**config.mk**
```make
export PLATFORM = sky130hd
export DESIGN_NAME = cla_pipe_arbiter
export DESIGN_NICKNAME = d
export VERILOG_FILES = /design/src/rtl/cla_pkg.sv /design/src/rtl/cla_tag_pipe.sv /design/src/rtl/cla_pipe_arbiter.sv
export SDC_FILE = /design/constraint.sdc
export NUM_CORES = 1
export LEC_CHECK = 0
export CAP_MARGIN = 5
export CORE_MARGIN = 2
export CORE_UTILIZATION = 36
export CTS_CLUSTER_DIAMETER = 150
export DETAILED_ROUTE_END_ITERATION = 10
export MAX_ROUTING_LAYER = met4
export PLACE_DENSITY = 0.84
export SKIP_CTS_REPAIR_TIMING = 1
export SYNTH_ARGS = -nofsm -noshare
export SYNTH_HDL_FRONTEND = slang
export SYNTH_SLANG_ARGS = --single-unit
```
**constraint.sdc**
```tcl
create_clock -name clk -period 5.2 [get_ports clk]
set_input_delay 1.3 -clock clk [delete_from_list [all_inputs] [get_ports clk]]
set_output_delay 1.3 -clock clk [all_outputs]
set_load 0.005 [all_outputs]
```
**src/rtl/cla_pkg.sv**
```systemverilog
// Shared types and helpers for the arbiter around the 20-bit pipelined CLA.
package cla_pkg;

    localparam int unsigned CLA_W    = 20;
    localparam int unsigned CLA_LAT  = 7;
    localparam int unsigned MAX_REQ  = 16;
    localparam int unsigned TAG_ID_W = 4;

    typedef struct packed {
        logic                valid;
        logic [TAG_ID_W-1:0] id;
    } cla_tag_t;

    typedef struct packed {
        logic                found;
        logic [TAG_ID_W-1:0] idx;
    } rr_pick_t;

    // Bits of eligible at or above the real requester count must be zero, so wrapping at
    // MAX_REQ yields the same order as wrapping at the requester count.
    function automatic rr_pick_t rr_pick(input logic [MAX_REQ-1:0]  eligible,
                                         input logic [TAG_ID_W-1:0] last);
        rr_pick_t            res;
        logic [TAG_ID_W-1:0] idx;
        res = '0;
        for (int unsigned k = 1; k <= MAX_REQ; k++) begin
            idx = last + TAG_ID_W'(k);
            if (!res.found && eligible[idx]) begin
                res.found = 1'b1;
                res.idx   = idx;
            end
        end
        return res;
    endfunction

endpackage

```
**src/rtl/cla_tag_pipe.sv**
```systemverilog
// Fixed-depth shift register with asynchronous clear; the MSB of each stage is its valid flag.
module cla_tag_pipe #(
    parameter int unsigned Depth = 7,
    parameter int unsigned Width = 5
) (
    input  logic             clk,
    input  logic             rst_n,
    input  logic [Width-1:0] din,
    output logic [Width-1:0] dout,
    output logic [Depth-1:0] flags
);

    logic [Width-1:0] stage_q [Depth];

    always_ff @(posedge clk or negedge rst_n) begin
        if (!rst_n) begin
            for (int unsigned i = 0; i < Depth; i++) begin
                stage_q[i] <= '0;
            end
        end else begin
            stage_q[0] <= din;
            for (int unsigned i = 1; i < Depth; i++) begin
                stage_q[i] <= stage_q[i-1];
            end
        end
    end

    assign dout = stage_q[Depth-1];

    always_comb begin
        flags = '0;
        for (int unsigned i = 0; i < Depth; i++) begin
            flags[i] = stage_q[i][Width-1];
        end
    end

endmodule

```
**src/rtl/cla_pipe_arbiter.sv**
```systemverilog
// Round-robin issue of requester operations into a shared fixed-latency adder, with a tag
// pipeline that routes each result back and per-requester outstanding limits.
module cla_pipe_arbiter
    import cla_pkg::*;
#(
    parameter int unsigned NREQ    = 4,
    parameter int unsigned LAT     = CLA_LAT,
    parameter int unsigned MAX_OUT = 3
) (
    input  logic                      clk,
    input  logic                      rst_n,
    input  logic [NREQ-1:0]           req_valid,
    input  logic [NREQ*CLA_W-1:0]     req_a,
    input  logic [NREQ*CLA_W-1:0]     req_b,
    input  logic [NREQ-1:0]           req_cin,
    output logic [NREQ-1:0]           req_ready,
    output logic [CLA_W-1:0]          add_a,
    output logic [CLA_W-1:0]          add_b,
    output logic                      add_cin,
    input  logic [CLA_W-1:0]          add_s,
    input  logic                      add_cout,
    output logic                      rsp_valid,
    output logic [$clog2(NREQ)-1:0]   rsp_id,
    output logic [CLA_W-1:0]          rsp_s,
    output logic                      rsp_cout,
    output logic                      busy
);

    localparam int unsigned IdW  = $clog2(NREQ);
    localparam int unsigned CntW = $clog2(MAX_OUT + 1);

    logic [CntW-1:0]    cnt_q [NREQ];
    logic [CntW-1:0]    cnt_d [NREQ];
    logic [IdW-1:0]     last_q;
    logic [NREQ-1:0]    retire_hit;
    logic [NREQ-1:0]    eligible;
    logic [MAX_REQ-1:0] elig_ext;
    rr_pick_t           pick;
    logic               grant_valid;
    logic [IdW-1:0]     grant_id;
    cla_tag_t           tag_in;
    cla_tag_t           tag_out;
    logic [LAT-1:0]     tag_flags;

    // A retiring requester regains its credit in the same cycle it retires.
    always_comb begin
        retire_hit = '0;
        eligible   = '0;
        for (int unsigned i = 0; i < NREQ; i++) begin
            retire_hit[i] = tag_out.valid && (tag_out.id[IdW-1:0] == IdW'(i));
            eligible[i]   = req_valid[i] && ((cnt_q[i] < CntW'(MAX_OUT)) || retire_hit[i]);
        end
        elig_ext    = MAX_REQ'(eligible);
        pick        = rr_pick(elig_ext, TAG_ID_W'(last_q));
        grant_valid = pick.found && rst_n;
        grant_id    = pick.idx[IdW-1:0];
    end

    always_comb begin
        req_ready = '0;
        add_a     = '0;
        add_b     = '0;
        add_cin   = 1'b0;
        for (int unsigned i = 0; i < NREQ; i++) begin
            if (grant_valid && (grant_id == IdW'(i))) begin
                req_ready[i] = 1'b1;
                add_a        = req_a[i*CLA_W +: CLA_W];
                add_b        = req_b[i*CLA_W +: CLA_W];
                add_cin      = req_cin[i];
            end
        end
    end

    always_comb begin
        for (int unsigned i = 0; i < NREQ; i++) begin
            cnt_d[i] = cnt_q[i];
            case ({req_ready[i], retire_hit[i]})
                2'b10:   cnt_d[i] = cnt_q[i] + CntW'(1);
                2'b01:   cnt_d[i] = cnt_q[i] - CntW'(1);
                default: cnt_d[i] = cnt_q[i];
            endcase
        end
    end

    always_ff @(posedge clk or negedge rst_n) begin
        if (!rst_n) begin
            last_q <= IdW'(NREQ - 1);
            for (int unsigned i = 0; i < NREQ; i++) begin
                cnt_q[i] <= '0;
            end
        end else begin
            if (grant_valid) begin
                last_q <= grant_id;
            end
            for (int unsigned i = 0; i < NREQ; i++) begin
                cnt_q[i] <= cnt_d[i];
            end
        end
    end

    always_comb begin
        tag_in       = '0;
        tag_in.valid = grant_valid;
        tag_in.id    = grant_valid ? TAG_ID_W'(grant_id) : '0;
    end

    cla_tag_pipe #(
        .Depth(LAT),
        .Width($bits(cla_tag_t))
    ) u_tag_pipe (
        .clk  (clk),
        .rst_n(rst_n),
        .din  (tag_in),
        .dout (tag_out),
        .flags(tag_flags)
    );

    // The adder holds no validity; its outputs are only forwarded under a live tag.
    assign rsp_valid = tag_out.valid;
    assign rsp_id    = tag_out.id[IdW-1:0];
    assign rsp_s     = rsp_valid ? add_s : '0;
    assign rsp_cout  = rsp_valid ? add_cout : 1'b0;
    assign busy      = |tag_flags;

    if (IdW < TAG_ID_W) begin : g_unused_id
        logic unused_id_bits;
        assign unused_id_bits = ^{pick.idx[TAG_ID_W-1:IdW], tag_out.id[TAG_ID_W-1:IdW]};
    end

endmodule

```
Word level (Yosys, flattened, before mapping)
Index checks and enable logic that the tools add are counted.

Register bits: 45. Input port bits: 191. Output and inout port bits: 70.

Add/sub/neg operators: 23. Order comparisons: 20. Eq/ne operators: 14. Mux-type cells: 71. Reductions and logical operators: 54.

Operators with widths (number): 20-bit two-way mux (9); 5-bit two-way mux (16); 1-bit binary-select mux with 4-bit select (15); 4-bit by 5-bit less-than comparator with 1-bit output, second input constant (12); 1-bit logical AND (28); 1-bit two-way mux (25); 2-bit by 3-bit adder with 4-bit output, second input constant (4); 2-bit by 4-bit adder with 4-bit output, second input constant (4); 2-bit equality test, second input constant (8); 2-bit case mux with 2 select lines (4); 1-bit logical NOT (15); 3-bit by 5-bit less-than comparator with 1-bit output, second input constant (3); 2-bit by 1-bit equality test with 1-bit output, second input constant (6); 2-bit by 1-bit adder with 2-bit output, second input constant (4); 3-bit by 3-bit adder with 4-bit output, second input constant (2); 2-bit less-than comparator, second input constant (4); 2-bit nonzero test (4); 2-bit by 1-bit subtractor with 2-bit output, second input constant (4); 7-bit OR reduction (1); 2-bit by 2-bit adder with 3-bit output, second input constant (2); 2-bit by 5-bit less-than comparator with 1-bit output, second input constant (1); 3-bit by 1-bit adder with 4-bit output, second input constant (1); 3-bit by 2-bit adder with 4-bit output, second input constant (1); 2-bit logical NOT (2); 4 further kinds (7).

Depth between registers and ports, before layout
Word-level depth: 58. Depth in mapped cells: 16. Mapped depth without buffers: 14.

Cells and area by module
Synthesis repeated with hierarchy kept, for this count alone.

Cells, all modules: 407. Area, all modules: 3568.4 um2.

By module, submodules not included: cla_pipe_arbiter (times used 1, cells each 360, area each 2602.5 um2); cla_tag_pipe (times used 1, cells each 47, area each 965.9 um2).

Worst setup path before layout
Ideal clock, no wire load.

Path type: input to output. Start: input port req_valid[0]. End: output port add_a[0]. Data arrival time: 3.218 ns. Path slack: 0.682 ns. Cell stages on the path: 8. Path buffers: 1. Cells stage by stage: o21a_1 > mux4_2 > nor4_4 > o32ai_2 > a21oi_4 > buf_6 > a32oi_1 > o2bb2ai_2.

Cells in the longest elaborated chain, start to end: 55. Elaborated cells between the ends (all ways): 92. Classes of those cells: 3 x eq/ne; 52 x mux; 37 x reduce/logical.

Ends and longest elaborated chain: start, declared (RTL line cla_pipe_arbiter.sv:12) `input logic [NREQ-1:0] req_valid,`; 1-bit logical AND * (RTL line cla_pipe_arbiter.sv:51) `eligible[i] = req_valid[i] && ((cnt_q[i] < CntW'(MAX_OUT)) || retire_hit[i]);`; 1-bit binary-select mux with 4-bit select (RTL line cla_pkg.sv:28) `if (!res.found && eligible[idx]) begin`; 1-bit two-way mux (implied by the code) (RTL line cla_pkg.sv:28); 5-bit two-way mux (RTL line cla_pkg.sv:28); 1-bit logical NOT (RTL line cla_pkg.sv:28); 1-bit logical AND (RTL line cla_pkg.sv:28); 5-bit two-way mux (RTL line cla_pkg.sv:28); 1-bit logical NOT (RTL line cla_pkg.sv:28); (+37 left out); 5-bit two-way mux (RTL line cla_pkg.sv:28); 1-bit logical NOT (RTL line cla_pkg.sv:28); 1-bit logical AND (RTL line cla_pkg.sv:28); 5-bit two-way mux * (RTL line cla_pkg.sv:28); 2-bit logical NOT or 1-bit logical AND (tied branches) (RTL line cla_pipe_arbiter.sv:65, cla_pipe_arbiter.sv:55); 1-bit logical AND (RTL line cla_pipe_arbiter.sv:65) `if (grant_valid && (grant_id == IdW'(i))) begin`; 20-bit two-way mux (3 in series) (RTL line cla_pipe_arbiter.sv:65); 20-bit two-way mux * (RTL line cla_pipe_arbiter.sv:65); end, declared (RTL line cla_pipe_arbiter.sv:17) `output logic [CLA_W-1:0] add_a,`.

Mark *: on every way between the ends. The rest lies on a longest branch, timed or not. The select of a mux whose other input is x is not followed.

Final worst setup path
Start: input port req_valid[0]. End: output port add_b[9].

Cells in the longest elaborated chain, start to end: 55. Elaborated cells between the ends (all ways): 92. Classes of those cells: 3 x eq/ne; 52 x mux; 37 x reduce/logical.

Ends and longest elaborated chain: 1-bit logical AND * (RTL line cla_pipe_arbiter.sv:51); 1-bit binary-select mux with 4-bit select (RTL line cla_pkg.sv:28); 1-bit two-way mux (implied by the code) (RTL line cla_pkg.sv:28); 5-bit two-way mux (RTL line cla_pkg.sv:28); 1-bit logical NOT (RTL line cla_pkg.sv:28); 1-bit logical AND (RTL line cla_pkg.sv:28); 5-bit two-way mux (RTL line cla_pkg.sv:28); 1-bit logical NOT (RTL line cla_pkg.sv:28); (+37 left out); 5-bit two-way mux (RTL line cla_pkg.sv:28); 1-bit logical NOT (RTL line cla_pkg.sv:28); 1-bit logical AND (RTL line cla_pkg.sv:28); 5-bit two-way mux * (RTL line cla_pkg.sv:28); 2-bit logical NOT or 1-bit logical AND (tied branches) (RTL line cla_pipe_arbiter.sv:65, cla_pipe_arbiter.sv:55); 1-bit logical AND (RTL line cla_pipe_arbiter.sv:65); 20-bit two-way mux (3 in series) (RTL line cla_pipe_arbiter.sv:65); 20-bit two-way mux * (RTL line cla_pipe_arbiter.sv:65); end, declared (RTL line cla_pipe_arbiter.sv:18) `output logic [CLA_W-1:0] add_b,`.

Marked as above.

==> out/results.tsv <==
metric	value	unit
Initial Utilization	0.3693	
Filler Cell Count	718	
post-DR wirelength/cell	20.41	microns
Comb pwr share	0.878	
most used cell, CP	buf_4	
die height	103.9	microns
Max-Cap Viols	0	
Synth cell types	52	
internal cell power	0.003064	W
CTS tree	yes	
vias per cell	5.771	
row count	36	
Peak VDD IR	546.2	uV
clock skew	0.006600	ns
initial antenna violation count	0	
Clock Power Share	0.051	
slew margin rel.	0.4555	
Setup violations, final	1	
setup ws final	-0.01008	ns
Die X	103.9	microns
Setup WS pre-CTS	-0.6179	ns
Post-Synthesis Cell Area	3593	sq um
worst setup path category	in -> out	
register area	778.2	sq um
switching share of total power	0.4541	
GRT overflow	0	
net count after synthesis	611	
Nets	912	
max incr delay on CP	0.55	ns
Clock transition at path regs	0.06	ns
status	complete, but fails checks	
TritonCTS buffer count	5	
clock sinks	31	
worst path bufs/invs	8	
PD cells	773.8	nW/um^2
clock latency on the worst-skew pair	0.29	ns
post-route clock period utilization	1.002	
drt pass-1 iters	4	
DR iter-0 viols	270	
#FFs+latches synth	31	
Req. time, crit path	3.90	ns
share of cells above drive strength 1	0.2221	
Worst Tran Pin Value	0.8153	ns
first-pass GRT wire length	24410	microns
maximum number of pins on one net before global-route repair	59	
Area Overhead vs Synth	101.8	%
total track usage	0.2870	
CP Data Arrival Time	3.91	ns
critical path cell sequence	dlymetal6s2s_1, o21a_1, mux4_2, nor4_4, buf_4, nor2b_4, o31ai_4, buf_12, nand2b_4, inv_8, buf_12, buf_4, buf_4, o2bb2ai_2, buf_2	
maximum root-to-sink buffer count	2	
area of the multi-input gates	2571	sq um
drt drc	0	
failing checks	setup timing	
Setup crit end kind	primary output	
post-synthesis area per instance	8.680	sq um
warnings from Yosys	0	
Crit-path slowest cell	mux4_2	
Syn Inst Count	414	
Antenna Cells	0	
top cell family by delay on the critical path	buffers and inverters	
Peak Freq	191.9	MHz
Total Power	0.005613	W
Worst Hold Class	reg -> reg	
I/O pin cnt	261	
post-route antenna net violation count	0	
fin. max-slew vios	0	
via count	4900	
CORE AREA	9729	sq um
worst-path fanout max	14	
DRT Wirelength	17330	microns
Placer Congestion	0.9192	
Die ar.	10800	sq um
vias in the first global route	4679	
final hold vios	0	
static leakage	3.269	nW
Worst setup SP type	primary input	
P_sw	0.002549	W
Reg power frac	0.071	
post-detail-place hpwl	12340	microns
Root Driver	clkbuf_8	
htree depth	2	
post-synthesis sequential area ratio	0.2166	
min cycle time layout	5.210	ns
number of I/O port buffers	260	
[flip-flops by register name, summed over array words and instances, names as in the netlist]
| signal | count |
|---|---|
| u_tag_pipe.stage_q | 12 |
| last_q | 2 |
| cnt_q | 8 |
| u_tag_pipe.dout | 3 |
| u_tag_pipe.flags | 6 |
[layer usage]
metal  global-route usage  vias up  routed length, microns
met5                    -        -                       0
met4              0.07239        0                     423
met3              0.05013       38                    1350
met2               0.4981      292                    8917
met1               0.3458     2335                    6639
li1                     -     2235                       -
[stage by stage]
stage	setup TNS [ns]	hold slack, ns	std cells	cell area, sq um	utilization
after floorplan	0	0.3312	414	3593	-
after global placement	-23.56	0.3317	816	6613	0.6797
after detailed placement	-24.45	0.3358	816	6613	0.6797
after CTS	-25.45	0.3508	824	6745	0.6933
after global routing	-0.9884	0.3562	849	7253	0.7455
final	-0.01008	0.3468	849	7253	0.7455
[path summary, 6_finish.rpt]
path                       cells after the start  slack [ns]                   start                      to
max                                           15       -0.01            req_valid[0]                add_b[9]
min                                            0        0.35  u_tag_pipe.stage_q[11]   u_tag_pipe.stage_q[6]
max reg2reg                                   18        1.38               last_q[1]                cnt_q[7]
min reg2reg                                    0        0.35  u_tag_pipe.stage_q[11]   u_tag_pipe.stage_q[6]
max in group asynchronous                      2        3.35                   rst_n               last_q[1]
min in group asynchronous                      2        1.53                   rst_n  u_tag_pipe.stage_q[10]
[cells in the mapped netlist, drive strengths merged]
cell type | n | area [sq um]
a21o | 1 | 7.510
and2 | 22 | 137.6
nor4 | 2 | 27.53
dfrtp | 29 | 725.7
o32ai | 2 | 43.80
or4 | 2 | 15.01
o31ai | 3 | 41.29
a221oi | 1 | 15.01
clkinv | 1 | 8.760
a41o | 1 | 10.01
nor3b | 1 | 12.51
o21a | 4 | 30.03
nand2 | 10 | 37.54
a211oi | 1 | 7.510
buf | 25 | 225.2
mux4 | 2 | 45.04
dfstp | 2 | 52.55
o211ai | 6 | 45.04
nand4 | 2 | 12.51
o2111ai | 5 | 43.79
a21oi | 47 | 246.5
nand3 | 3 | 15.01
and3 | 2 | 12.51
nand2b | 2 | 20.02
inv | 8 | 30.03
a31oi | 1 | 21.27
nor2 | 7 | 26.28
a211o | 1 | 8.760
xor2 | 4 | 35.03
and3b | 2 | 17.52
and4 | 1 | 8.760
a2bb2oi | 1 | 8.760
a32oi | 41 | 359.1
clkbuf | 26 | 97.59
o21ai | 47 | 235.2
nor3 | 42 | 260.3
xnor2 | 8 | 70.07
o2bb2ai | 42 | 493.0
nor2b | 1 | 8.760
ha | 6 | 75.07
[layout make-up]
class,count,share of cell area
Clock inverter,2,0.008280
Clock buffer,6,0.01001
Multi-Input combinational cell,324,0.3545
Tap cell,133,0.02294
Sequential cell,31,0.1073
Timing Repair Buffer,344,0.4913
Inverter,9,0.005693
[cell families after synthesis]
kind of cell	Yosys count	synth area share
AOI/OAI and AO/OA	204	0.4499
xor gates and xnor gates	12	0.02925
adders and majority gates	6	0.02089
buffers and inverters	60	0.1006
DFF	31	0.2166
muxes	2	0.01253
and+or+nand+nor	99	0.1703
[cells in the final DEF (no fill, tap or decap), types with 7 or more instances in the layout]
master             n
nor3_1            26
clkdlybuf4s50_1  212
buf_12            11
a32oi_1           41
nand2_1           10
dlymetal6s2s_1    44
xnor2_1            8
inv_1              7
o21ai_0           41
o2bb2ai_2         21
buf_4             63
nor2_1             7
o2bb2ai_1         21
dfrtp_1           29
nor3_2            16
a21oi_1           45
and2_1            22
[worst reg2reg max path, cell delays in order, from the launching register on]
cell	delay, ns
dfstp_2	0.53
inv_1	0.10
ha_1	0.40
inv_1	0.13
o2111ai_1	0.13
and4_2	0.31
nor4_4	0.33
buf_4	0.20
nor2b_4	0.16
o31ai_4	0.09
buf_12	0.16
buf_12	0.15
buf_4	0.14
and2_1	0.13
buf_4	0.13
inv_1	0.06
ha_1	0.25
nor2_1	0.15
xor2_1	0.18
[power by group through the flow]
| stage | Clock [W] | Combinational (W) | Sequential (W) |
|---|---|---|---|
| global route | 0.000300 | 0.00519 | 0.000407 |
| finish | 0.000285 | 0.00493 | 0.000398 |
| detailed placement | 0 | 0.00411 | 0.000402 |
| floorplan | 0 | 0.00228 | 0.000388 |
| CTS | 0.000288 | 0.00415 | 0.000399 |
| global placement | 0 | 0.00407 | 0.000393 |
(Power assumes the default switching activity.)
